`src/rtl/dma_pkg.sv`:
```
// Shared definitions for the single-channel memory-to-memory DMA engine:
// FSM encoding, register offsets and CTRL bit positions.
package dma_pkg;

   typedef enum logic [1:0] {
      ST_IDLE  = 2'd0,
      ST_READ  = 2'd1,
      ST_WRITE = 2'd2,
      ST_DONE  = 2'd3
   } state_e;

   localparam logic [1:0] REG_CTRL = 2'd0;
   localparam logic [1:0] REG_SRC  = 2'd1;
   localparam logic [1:0] REG_DST  = 2'd2;
   localparam logic [1:0] REG_LEN  = 2'd3;

   localparam int CTRL_START = 0;
   localparam int CTRL_IM    = 1;
   localparam int CTRL_BUSY  = 2;
   localparam int CTRL_DONE  = 3;
   localparam int CTRL_ABORT = 4;

endpackage

```
`src/rtl/dma_if.sv`:
```
// Register-slave port (south bridge) and bus-master port (north bridge) of the DMA.
// The "master" modport is the DMA engine's own view; "slave" is the surrounding system.
interface dma_if;
   logic [31:2] Addr;
   logic        WE;
   logic [31:0] Din;
   logic [31:0] Dout;
   logic        IRQ;
   logic        M_Req;
   logic        M_Gnt;
   logic [31:0] M_Addr;
   logic [3:0]  M_WE;
   logic [31:0] M_WData;
   logic [31:0] M_RData;

   modport master (
      input  Addr, WE, Din, M_Gnt, M_RData,
      output Dout, IRQ, M_Req, M_Addr, M_WE, M_WData
   );

   modport slave (
      output Addr, WE, Din, M_Gnt, M_RData,
      input  Dout, IRQ, M_Req, M_Addr, M_WE, M_WData
   );
endinterface

```
`src/rtl/dma_engine.sv`:
```
// Word-at-a-time copy engine: read SRC, write DST, repeat LEN times.
// CPU-visible register file and the transfer FSM share this one body.
module dma_engine
   import dma_pkg::*;
#(
   parameter int LEN_W     = 16,
   parameter int MAX_BEATS = 0
) (
   input logic   clk,
   input logic   reset,
   dma_if.master bus
);

   state_e            state_q, state_d;
   logic [31:2]       src_q, src_d;
   logic [31:2]       dst_q, dst_d;
   logic [LEN_W-1:0]  len_q, len_d;
   logic [31:0]       buf_q, buf_d;
   logic              im_q, im_d;
   logic              done_q, done_d;
   logic              irq_q, irq_d;

   logic busy, ctrl_wr, abort, start, beat;
   logic unused_addr;

   assign unused_addr = ^bus.Addr[31:4];

   function automatic logic [LEN_W-1:0] clamp_len(input logic [LEN_W-1:0] l);
      if (MAX_BEATS != 0 && l > LEN_W'(MAX_BEATS))
         return LEN_W'(MAX_BEATS);
      return l;
   endfunction

   assign busy    = (state_q == ST_READ) || (state_q == ST_WRITE);
   assign ctrl_wr = bus.WE && (bus.Addr[3:2] == REG_CTRL);
   assign abort   = ctrl_wr && bus.Din[CTRL_ABORT] && busy;
   // ABORT in the same write suppresses START
   assign start   = ctrl_wr && bus.Din[CTRL_START] && !bus.Din[CTRL_ABORT];
   assign beat    = busy && bus.M_Gnt;

   always_comb begin
      state_d = state_q;
      src_d   = src_q;
      dst_d   = dst_q;
      len_d   = len_q;
      buf_d   = buf_q;
      im_d    = im_q;
      done_d  = done_q;

      if (bus.WE && !busy) begin
         case (bus.Addr[3:2])
            REG_SRC: src_d = bus.Din[31:2];
            REG_DST: dst_d = bus.Din[31:2];
            REG_LEN: len_d = bus.Din[LEN_W-1:0];
            default: ;
         endcase
      end

      if (ctrl_wr) begin
         im_d   = bus.Din[CTRL_IM];
         done_d = 1'b0;
      end

      case (state_q)
         ST_IDLE: begin
            if (start) begin
               if (len_q == '0) begin
                  state_d = ST_DONE;
               end else begin
                  state_d = ST_READ;
                  len_d   = clamp_len(len_q);
               end
            end
         end
         ST_READ: begin
            if (abort) begin
               state_d = ST_IDLE;
            end else if (beat) begin
               buf_d   = bus.M_RData;
               state_d = ST_WRITE;
            end
         end
         ST_WRITE: begin
            // an abort landing on a granted write leaves progress uncommitted
            if (abort) begin
               state_d = ST_IDLE;
            end else if (beat) begin
               src_d   = src_q + 30'd1;
               dst_d   = dst_q + 30'd1;
               len_d   = len_q - LEN_W'(1);
               state_d = (len_q == LEN_W'(1)) ? ST_DONE : ST_READ;
            end
         end
         ST_DONE: begin
            done_d  = 1'b1;
            state_d = ST_IDLE;
         end
         default: state_d = ST_IDLE;
      endcase

      irq_d = done_d & im_d;
   end

   always_ff @(posedge clk or posedge reset) begin
      if (reset) begin
         state_q <= ST_IDLE;
         src_q   <= '0;
         dst_q   <= '0;
         len_q   <= '0;
         buf_q   <= '0;
         im_q    <= 1'b0;
         done_q  <= 1'b0;
         irq_q   <= 1'b0;
      end else begin
         state_q <= state_d;
         src_q   <= src_d;
         dst_q   <= dst_d;
         len_q   <= len_d;
         buf_q   <= buf_d;
         im_q    <= im_d;
         done_q  <= done_d;
         irq_q   <= irq_d;
      end
   end

   // Master outputs depend on registered state only, so a stalled beat holds steady.
   always_comb begin
      bus.M_Req   = 1'b0;
      bus.M_Addr  = '0;
      bus.M_WE    = '0;
      bus.M_WData = '0;
      case (state_q)
         ST_READ: begin
            bus.M_Req  = 1'b1;
            bus.M_Addr = {src_q, 2'b00};
         end
         ST_WRITE: begin
            bus.M_Req   = 1'b1;
            bus.M_Addr  = {dst_q, 2'b00};
            bus.M_WE    = 4'b1111;
            bus.M_WData = buf_q;
         end
         default: ;
      endcase
   end

   always_comb begin
      bus.Dout = '0;
      case (bus.Addr[3:2])
         REG_CTRL: bus.Dout = 32'({done_q, busy, im_q, 1'b0});
         REG_SRC:  bus.Dout = {src_q, 2'b00};
         REG_DST:  bus.Dout = {dst_q, 2'b00};
         REG_LEN:  bus.Dout = 32'(len_q);
         default:  bus.Dout = '0;
      endcase
   end

   assign bus.IRQ = irq_q;

endmodule

```
`src/flat_wrapper.sv`:
```
// flat-port wrapper written by rule: the top's interface ports become plain ports
module dma_engine_flat import dma_pkg::*;
#(
   parameter int LEN_W     = 16,
   parameter int MAX_BEATS = 0
)
  (clk, reset, bus_Addr, bus_WE, bus_Din, bus_M_Gnt, bus_M_RData, bus_Dout, bus_IRQ, bus_M_Req, bus_M_Addr, bus_M_WE, bus_M_WData);
  dma_if bus_i ();
  input logic clk;
  input logic reset;
  input wire logic [$bits(bus_i.Addr)-1:0] bus_Addr;
  input wire logic [$bits(bus_i.WE)-1:0] bus_WE;
  input wire logic [$bits(bus_i.Din)-1:0] bus_Din;
  input wire logic [$bits(bus_i.M_Gnt)-1:0] bus_M_Gnt;
  input wire logic [$bits(bus_i.M_RData)-1:0] bus_M_RData;
  output wire logic [$bits(bus_i.Dout)-1:0] bus_Dout;
  output wire logic [$bits(bus_i.IRQ)-1:0] bus_IRQ;
  output wire logic [$bits(bus_i.M_Req)-1:0] bus_M_Req;
  output wire logic [$bits(bus_i.M_Addr)-1:0] bus_M_Addr;
  output wire logic [$bits(bus_i.M_WE)-1:0] bus_M_WE;
  output wire logic [$bits(bus_i.M_WData)-1:0] bus_M_WData;
  assign bus_i.Addr = bus_Addr;
  assign bus_i.WE = bus_WE;
  assign bus_i.Din = bus_Din;
  assign bus_i.M_Gnt = bus_M_Gnt;
  assign bus_i.M_RData = bus_M_RData;
  assign bus_Dout = bus_i.Dout;
  assign bus_IRQ = bus_i.IRQ;
  assign bus_M_Req = bus_i.M_Req;
  assign bus_M_Addr = bus_i.M_Addr;
  assign bus_M_WE = bus_i.M_WE;
  assign bus_M_WData = bus_i.M_WData;
  dma_engine #(.LEN_W(LEN_W), .MAX_BEATS(MAX_BEATS)) u_core (.clk(clk), .reset(reset), .bus(bus_i));
endmodule
```
`config.mk`:
```
export PLATFORM = sky130hd
export DESIGN_NAME = dma_engine_flat
export DESIGN_NICKNAME = d
export VERILOG_FILES = /design/src/rtl/dma_pkg.sv /design/src/rtl/dma_if.sv /design/src/rtl/dma_engine.sv /design/src/flat_wrapper.sv
export SDC_FILE = /design/constraint.sdc
export NUM_CORES = 1
export LEC_CHECK = 0
export ABC_AREA = 0
export CAP_MARGIN = 20
export CELL_PAD_IN_SITES_DETAIL_PLACEMENT = 1
export CELL_PAD_IN_SITES_GLOBAL_PLACEMENT = 1
export CORE_MARGIN = 1.5
export CORE_UTILIZATION = 37
export DETAILED_ROUTE_END_ITERATION = 8
export PLACE_DENSITY = 0.83
export SETUP_SLACK_MARGIN = 0.05
export SYNTH_ARGS = -nofsm -noshare
export SYNTH_HDL_FRONTEND = slang
export SYNTH_SLANG_ARGS = --single-unit
```
`constraint.sdc`:
```
create_clock -name clk -period 4.8 [get_ports clk]
set_clock_uncertainty 0.2 [all_clocks]
set_input_delay 0.96 -clock clk [delete_from_list [all_inputs] [get_ports clk]]
set_output_delay 0.96 -clock clk [all_outputs]
set_load 0.05 [all_outputs]
```
* Yosys cells after proc, flatten, opt, wreduce, memory -nomap -nowiden
Index checks and enable logic that the tools add are counted.
** Word-level totals
- Bits in registers :: 113
- Bits in latches :: 0
- Memory bits (writable) :: 0
- Memory bits (read-only) :: 0
- Input bits :: 98
- Logic and storage cells :: 73
- Memories kept :: 0
** Cells by class
- Add/sub/neg operators :: 3
- Multipliers :: 0
- Div/mod/pow operators :: 0
- Magnitude comparators :: 0
- Equal/unequal tests :: 11
- Shifts and indexed selects :: 0
- Multiplexer cells :: 33
- Bitwise gates (word level) :: 2
- Reduce and logical (&&, ||, !) cells :: 16
** Operator list (number)
- 2-to-1 mux 30 bit :: 10
- case mux 32 bit (4 select lines) :: 1
- 2-to-1 mux 16 bit :: 6
- case mux 32 bit (2 select lines) :: 1
- adder 30 x 1 -> 30 bit (second input constant) :: 2
- 2-to-1 mux 32 bit :: 1
- case mux 16 bit (2 select lines) :: 1
- equality test 16 x 1 -> 1 bit (second input constant) :: 1
- zero test 16 bit :: 1
- subtractor 16 x 1 -> 16 bit (second input constant) :: 1
- 2-to-1 mux 2 bit :: 7
- equality test 2 bit (second input constant) :: 4
- case mux 2 bit (4 select lines) :: 1
- logical AND 1 bit :: 7
- != test 3 x 1 -> 1 bit (second input constant) :: 2
- AND reduction 3 bit :: 2
- equality test 2 x 1 -> 1 bit (second input constant) :: 2
- zero test 2 bit :: 2
- 2-to-1 mux 1 bit :: 4
- 2-to-1 mux 4 bit :: 1
- != test 3 bit (second input constant) :: 1
- zero test 1 bit :: 2
- != test 2 x 1 -> 1 bit (second input constant) :: 1
- OR reduction 2 bit :: 1
- other kinds (3) :: 3

* Logic depth before layout (Yosys ltp)
- Word-level depth :: 8
- Gate-level depth with buffers :: 12
- Mapped depth without buffers :: 7

* Worst setup path before layout
No wires, ideal clock.
- Path kind :: reg-to-output
- From :: reg u_core.state_q[0]
- To :: out bus_M_Addr[6]
- Arrival time :: 2.485 ns
- Slack :: 1.155 ns
- Stages on the path, launching flop included :: 7
- Path through :: dfrtp_1 -> inv_1 -> ha_1 -> clkbuf_1 -> buf_1 -> a22oi_1 -> nor2b_1
** On the way
- Cells in the longest elaborated chain, start to end :: 2
- Elaborated cells between the ends (all ways) :: 3
** Ends and longest elaborated chain
- start, declared :: RTL line dma_engine.sv:14 : state_e state_q, state_d;
- start signal, assigned :: RTL line dma_engine.sv:115 : state_q <= state_d;
- equality test 2 bit or equality test 2 x 1 -> 1 bit (tied branches) :: RTL line dma_engine.sv:132 : case (state_q)
- case mux 32 bit (2 select lines) * :: RTL line dma_engine.sv:132
- end, declared :: RTL line flat_wrapper.sv:19 : output wire logic [$bits(bus_i.M_Addr)-1:0] bus_M_Addr;
Every way passes the cells marked *; elsewhere a longest branch is shown, timed or not.

* Worst setup path after layout
- From :: in bus_Addr[1]
- To :: out bus_Dout[6]
** On the way
- Cells in the longest elaborated chain, start to end :: 2
- Elaborated cells between the ends (all ways) :: 5
** Ends and longest elaborated chain
- start, declared :: RTL line flat_wrapper.sv:11 : input wire logic [$bits(bus_i.Addr)-1:0] bus_Addr;
- equality test 2 bit (tied with other cells) :: RTL line dma_engine.sv:149 : case (bus.Addr[3:2])
- case mux 32 bit (4 select lines) * :: RTL line dma_engine.sv:149
- end, declared :: RTL line flat_wrapper.sv:16 : output wire logic [$bits(bus_i.Dout)-1:0] bus_Dout;
Marks and branches as above.

==> impl_metrics.env <==
export IMPL_sequential_element_share_of_the_synthesized_area_pct=38.60
export IMPL_yosys_cell_types_count=65
export IMPL_synth_async_reset_ratio_pct=100.0
export IMPL_fin_crit_sh_pct=86.22
export IMPL_critical_path_endpoint_type="primary output"
export IMPL_max_cap_violations=0
export IMPL_finish_net_count=1060
export IMPL_fin_cells=1230
export IMPL_hold_path_startpoint="u_core.buf_q[3]"
export IMPL_design_core_area_um2=19460
export IMPL_worst_vdd_ir_mv=0.4622
export IMPL_layout_commonest_cell="clkdlybuf4s50_1"
export IMPL_worstSetupPathType="in -> out"
export IMPL_critical_path_required_ns=3.64
export IMPL_power_share_switching_pct=48.17
export IMPL_num_vias=7609
export IMPL_mappedNetlistArea_um2=7326
export IMPL_top_achievable_clock_speed_mhz=241.6
export IMPL_wire_length_of_the_first_global_routing_pass_um=43370
export IMPL_layout_common_cells="clkdlybuf4s50_1, dfrtp_1, nor2_1"
export IMPL_net_switching_power_mw=3.705
export IMPL_synthesized_area_fraction_occupied_by_ao_oa_aoi_and_oai_cells_pct=23.76
export IMPL_power_frac_comb_pct=56.6
export IMPL_cts_htree_levels=4
export IMPL_post_cts_setup_buffer_count=0
export IMPL_detail_route_first_pass_iterations=5
export IMPL_p_int_mw=3.986
export IMPL_power_share_clock_pct=17.0
export IMPL_synthCells=817
export IMPL_post_synth_xor_area_fraction_pct=0
export IMPL_path_common_cell="buf_4"
export IMPL_combinational_family_with_the_most_area_after_synthesis="compound AO/OA/AOI/OAI gates"
export IMPL_postSynthRegisterBits=113
export IMPL_cts_inserted_buffers=17
export IMPL_synth_edf_count=0
export IMPL_finalCriticalPeriod_ns=4.138
export IMPL_antenna_violations_before_repair=0
export IMPL_critPathArrivalTime_ns=2.98
export IMPL_leakagePower_nw=3.963
export IMPL_critical_path_cell_chain="clkdlybuf4s50_1 > buf_4 > nor2b_2 > buf_4 > a22o_1 > buf_12"
export IMPL_postCtsResizedCells=0
export IMPL_seqPwrFrac_pct=26.4
export IMPL_slew_at_the_pin_closest_to_its_max_slew_limit_ns=1.023
export IMPL_drt_iter0_markers=610
export IMPL_first_global_vias=7796
export IMPL_fillers=2204
export IMPL_route_final_wire_length_um=27420
export IMPL_routedWlPerCell_um=22.29
export IMPL_fin_hold_ws_ns=0.2986
export IMPL_post_cts_hold_buffer_count=0
export IMPL_io_pins=200
export IMPL_slew_headroom_pct=31.14
export IMPL_area_growth_syn_to_layout_pct=38.05
export IMPL_final_max_slew_viol_count=0
export IMPL_insertedDiodeCount=0
export IMPL_post_layout_total_power_mw=7.691
export IMPL_setup_total_negative_slack_ns=0
export IMPL_initial_utilization_pct=37.64
export IMPL_root_buffer="clkbuf_16"
export IMPL_worst_path_max_delay_cell="clkdlybuf4s50_1"
export IMPL_cp_slowest_stage_delay_ns=0.66
export IMPL_clock_path_buffers=2
export IMPL_grt_max_degree=67
export IMPL_timing_final_hold_violations=0
export IMPL_synth_fa_ha_area_share_pct=1.537
export IMPL_r2r_start="u_core.state_q[0]"
export IMPL_dp_hpwl_um=19090
export IMPL_grt_setup_unrepaired="no"
export IMPL_routed_via_density=6.186
export IMPL_placed_cell_count=1197
export IMPL_vertical_extent_of_the_die_um=143.7
export IMPL_routability_driven_placement_congestion_ratio=0.8999
export IMPL_drive_gt1_share_pct=15.34
export IMPL_final_antenna_net_count=0
export IMPL_setup_violations=0
export IMPL_clkLatencyLatePin_ns=0.42
export IMPL_hp_class="reg -> reg"
export IMPL_drc_errors=0
export IMPL_synth_mux_area_share_pct=7.378
export IMPL_io_buffers=169
export IMPL_cts_clk_slew_worst_paths_ns=0.06
export IMPL_yosys_area_share_simple_pct=23.42
export IMPL_total_of_warnings_raised_by_yosys=0
export IMPL_row_count=51
export IMPL_worst_setup_path_start="bus_Addr[1]"
export IMPL_die_w_um=143.7
export IMPL_status="complete, no violations"
export IMPL_syn_mean_instance_area_um2=8.967
export IMPL_clock_sink_count=113
export IMPL_cp_max_fo=27
export IMPL_gr_total_overflow=0
export IMPL_grt_util_all_layers_pct=27.21
export IMPL_power_per_cell_area_nw_per_um2=760.5
export IMPL_tritoncts="built"
export IMPL_cp_start_kind="primary input"
export IMPL_dieArea_um2=20650
export IMPL_postSynth_topFlopCell="dfrtp_1"
==> state kept, by name, indices dropped and copies added (netlist names) <==
| name | cells |
|---|---|
| u_core.len_q | 16 |
| u_core.src_q | 30 |
| u_core.im_q | 1 |
| u_core.bus.IRQ | 1 |
| u_core.done_q | 1 |
| u_core.state_q | 2 |
| u_core.buf_q | 32 |
| u_core.dst_q | 30 |
==> metal layers <==
| layer | up-vias | wire length [µm] | part of all wire, % | track usage, % |
|---|---|---|---|---|
| met5 | - | 0 | 0 | 0 |
| met3 | 59 | 2096 | 7.6 | 5.765 |
| met1 | 3836 | 11370 | 41 | 34.96 |
| li1 | 3350 | - | - | - |
| met2 | 364 | 13180 | 48 | 44.86 |
| met4 | 0 | 776 | 2.8 | 10.37 |
==> cell type report <==
cell class	count	area, µm²	share of cell area (%)
multi-input combinational	613	4126	40.80
sequential	113	2828	27.96
timing repair buffer	191	2162	21.38
clock buffer	19	432.9	4.281
tap	265	331.6	3.279
clock inverter	12	166.4	1.645
inverter	17	66.31	0.6557
==> power groups by stage <==
| stage | combinational (mW) | sequential, mW | clock [mW] |
|---|---|---|---|
| 5_1_grt | 4.63 | 2.09 | 1.37 |
| 3_5_place_dp | 4.27 | 2.01 | 0 |
| 4_1_cts | 4.31 | 2.01 | 1.33 |
| 6_report | 4.35 | 2.03 | 1.31 |
| 3_3_place_gp | 4.16 | 1.97 | 0 |
| 2_1_floorplan | 2.98 | 1.76 | 0 |
==> stage by stage <==
step	setup WS [ns]	util (%)	instance area (µm²)
final	0.6615	51.96	10110
after global routing	0.5867	51.96	10110
after CTS	0.4395	51.80	10080
after detailed placement	0.6020	48.72	9482
after global placement	0.7156	48.72	9482
after floorplan	0.6526	-	7330
==> synth_stat cells (11+ instances only) <==
cell | instances | area share [%]
o22ai_1 | 13 | 1.1
and3_1 | 20 | 1.7
clkbuf_1 | 54 | 2.8
a21oi_1 | 45 | 3.1
and2_1 | 41 | 3.5
nand3_1 | 23 | 1.6
and4_1 | 11 | 1.3
nand4_1 | 14 | 1.2
a22oi_1 | 30 | 3.1
nand2_1 | 45 | 2.3
nor3_1 | 31 | 2.1
a211oi_1 | 25 | 2.6
dfrtp_1 | 113 | 39
inv_1 | 17 | 0.87
nor2_1 | 67 | 3.4
a22o_1 | 28 | 3.3
a311oi_1 | 17 | 2.0
buf_1 | 11 | 0.56
nor2b_1 | 34 | 2.9
o21ai_0 | 23 | 1.6
nor4_1 | 11 | 0.94
mux2_2 | 44 | 6.8
==> worst max-delay path, delay by kind of cell <==
kind | cells | cell delay, ns
buffers and inverters | 4 | 1.53
AO/OA/AOI/OAI | 1 | 0.30
AND/OR/NAND/NOR | 1 | 0.19
==> kinds of logic after synthesis <==
group | Yosys count
flip-flops | 113
other | 1
AND/OR/NAND/NOR | 318
multiplexers | 46
AO/OA/AOI/OAI | 238
adder cells (fa/ha/maj) | 9
buffers and inverters | 92
==> final timing paths <==
kind	end	slack, ns	depth (start not counted)
min	u_core.buf_q[3]	0.30	1
max in group asynchronous	u_core.buf_q[16]	2.75	3
max reg2reg	u_core.src_q[5]	1.40	8
min reg2reg	u_core.buf_q[3]	0.30	1
min in group asynchronous	u_core.buf_q[9]	0.90	2
max	bus_Dout[6]	0.66	6
Note: power is estimated with default switching activity, not from simulation.
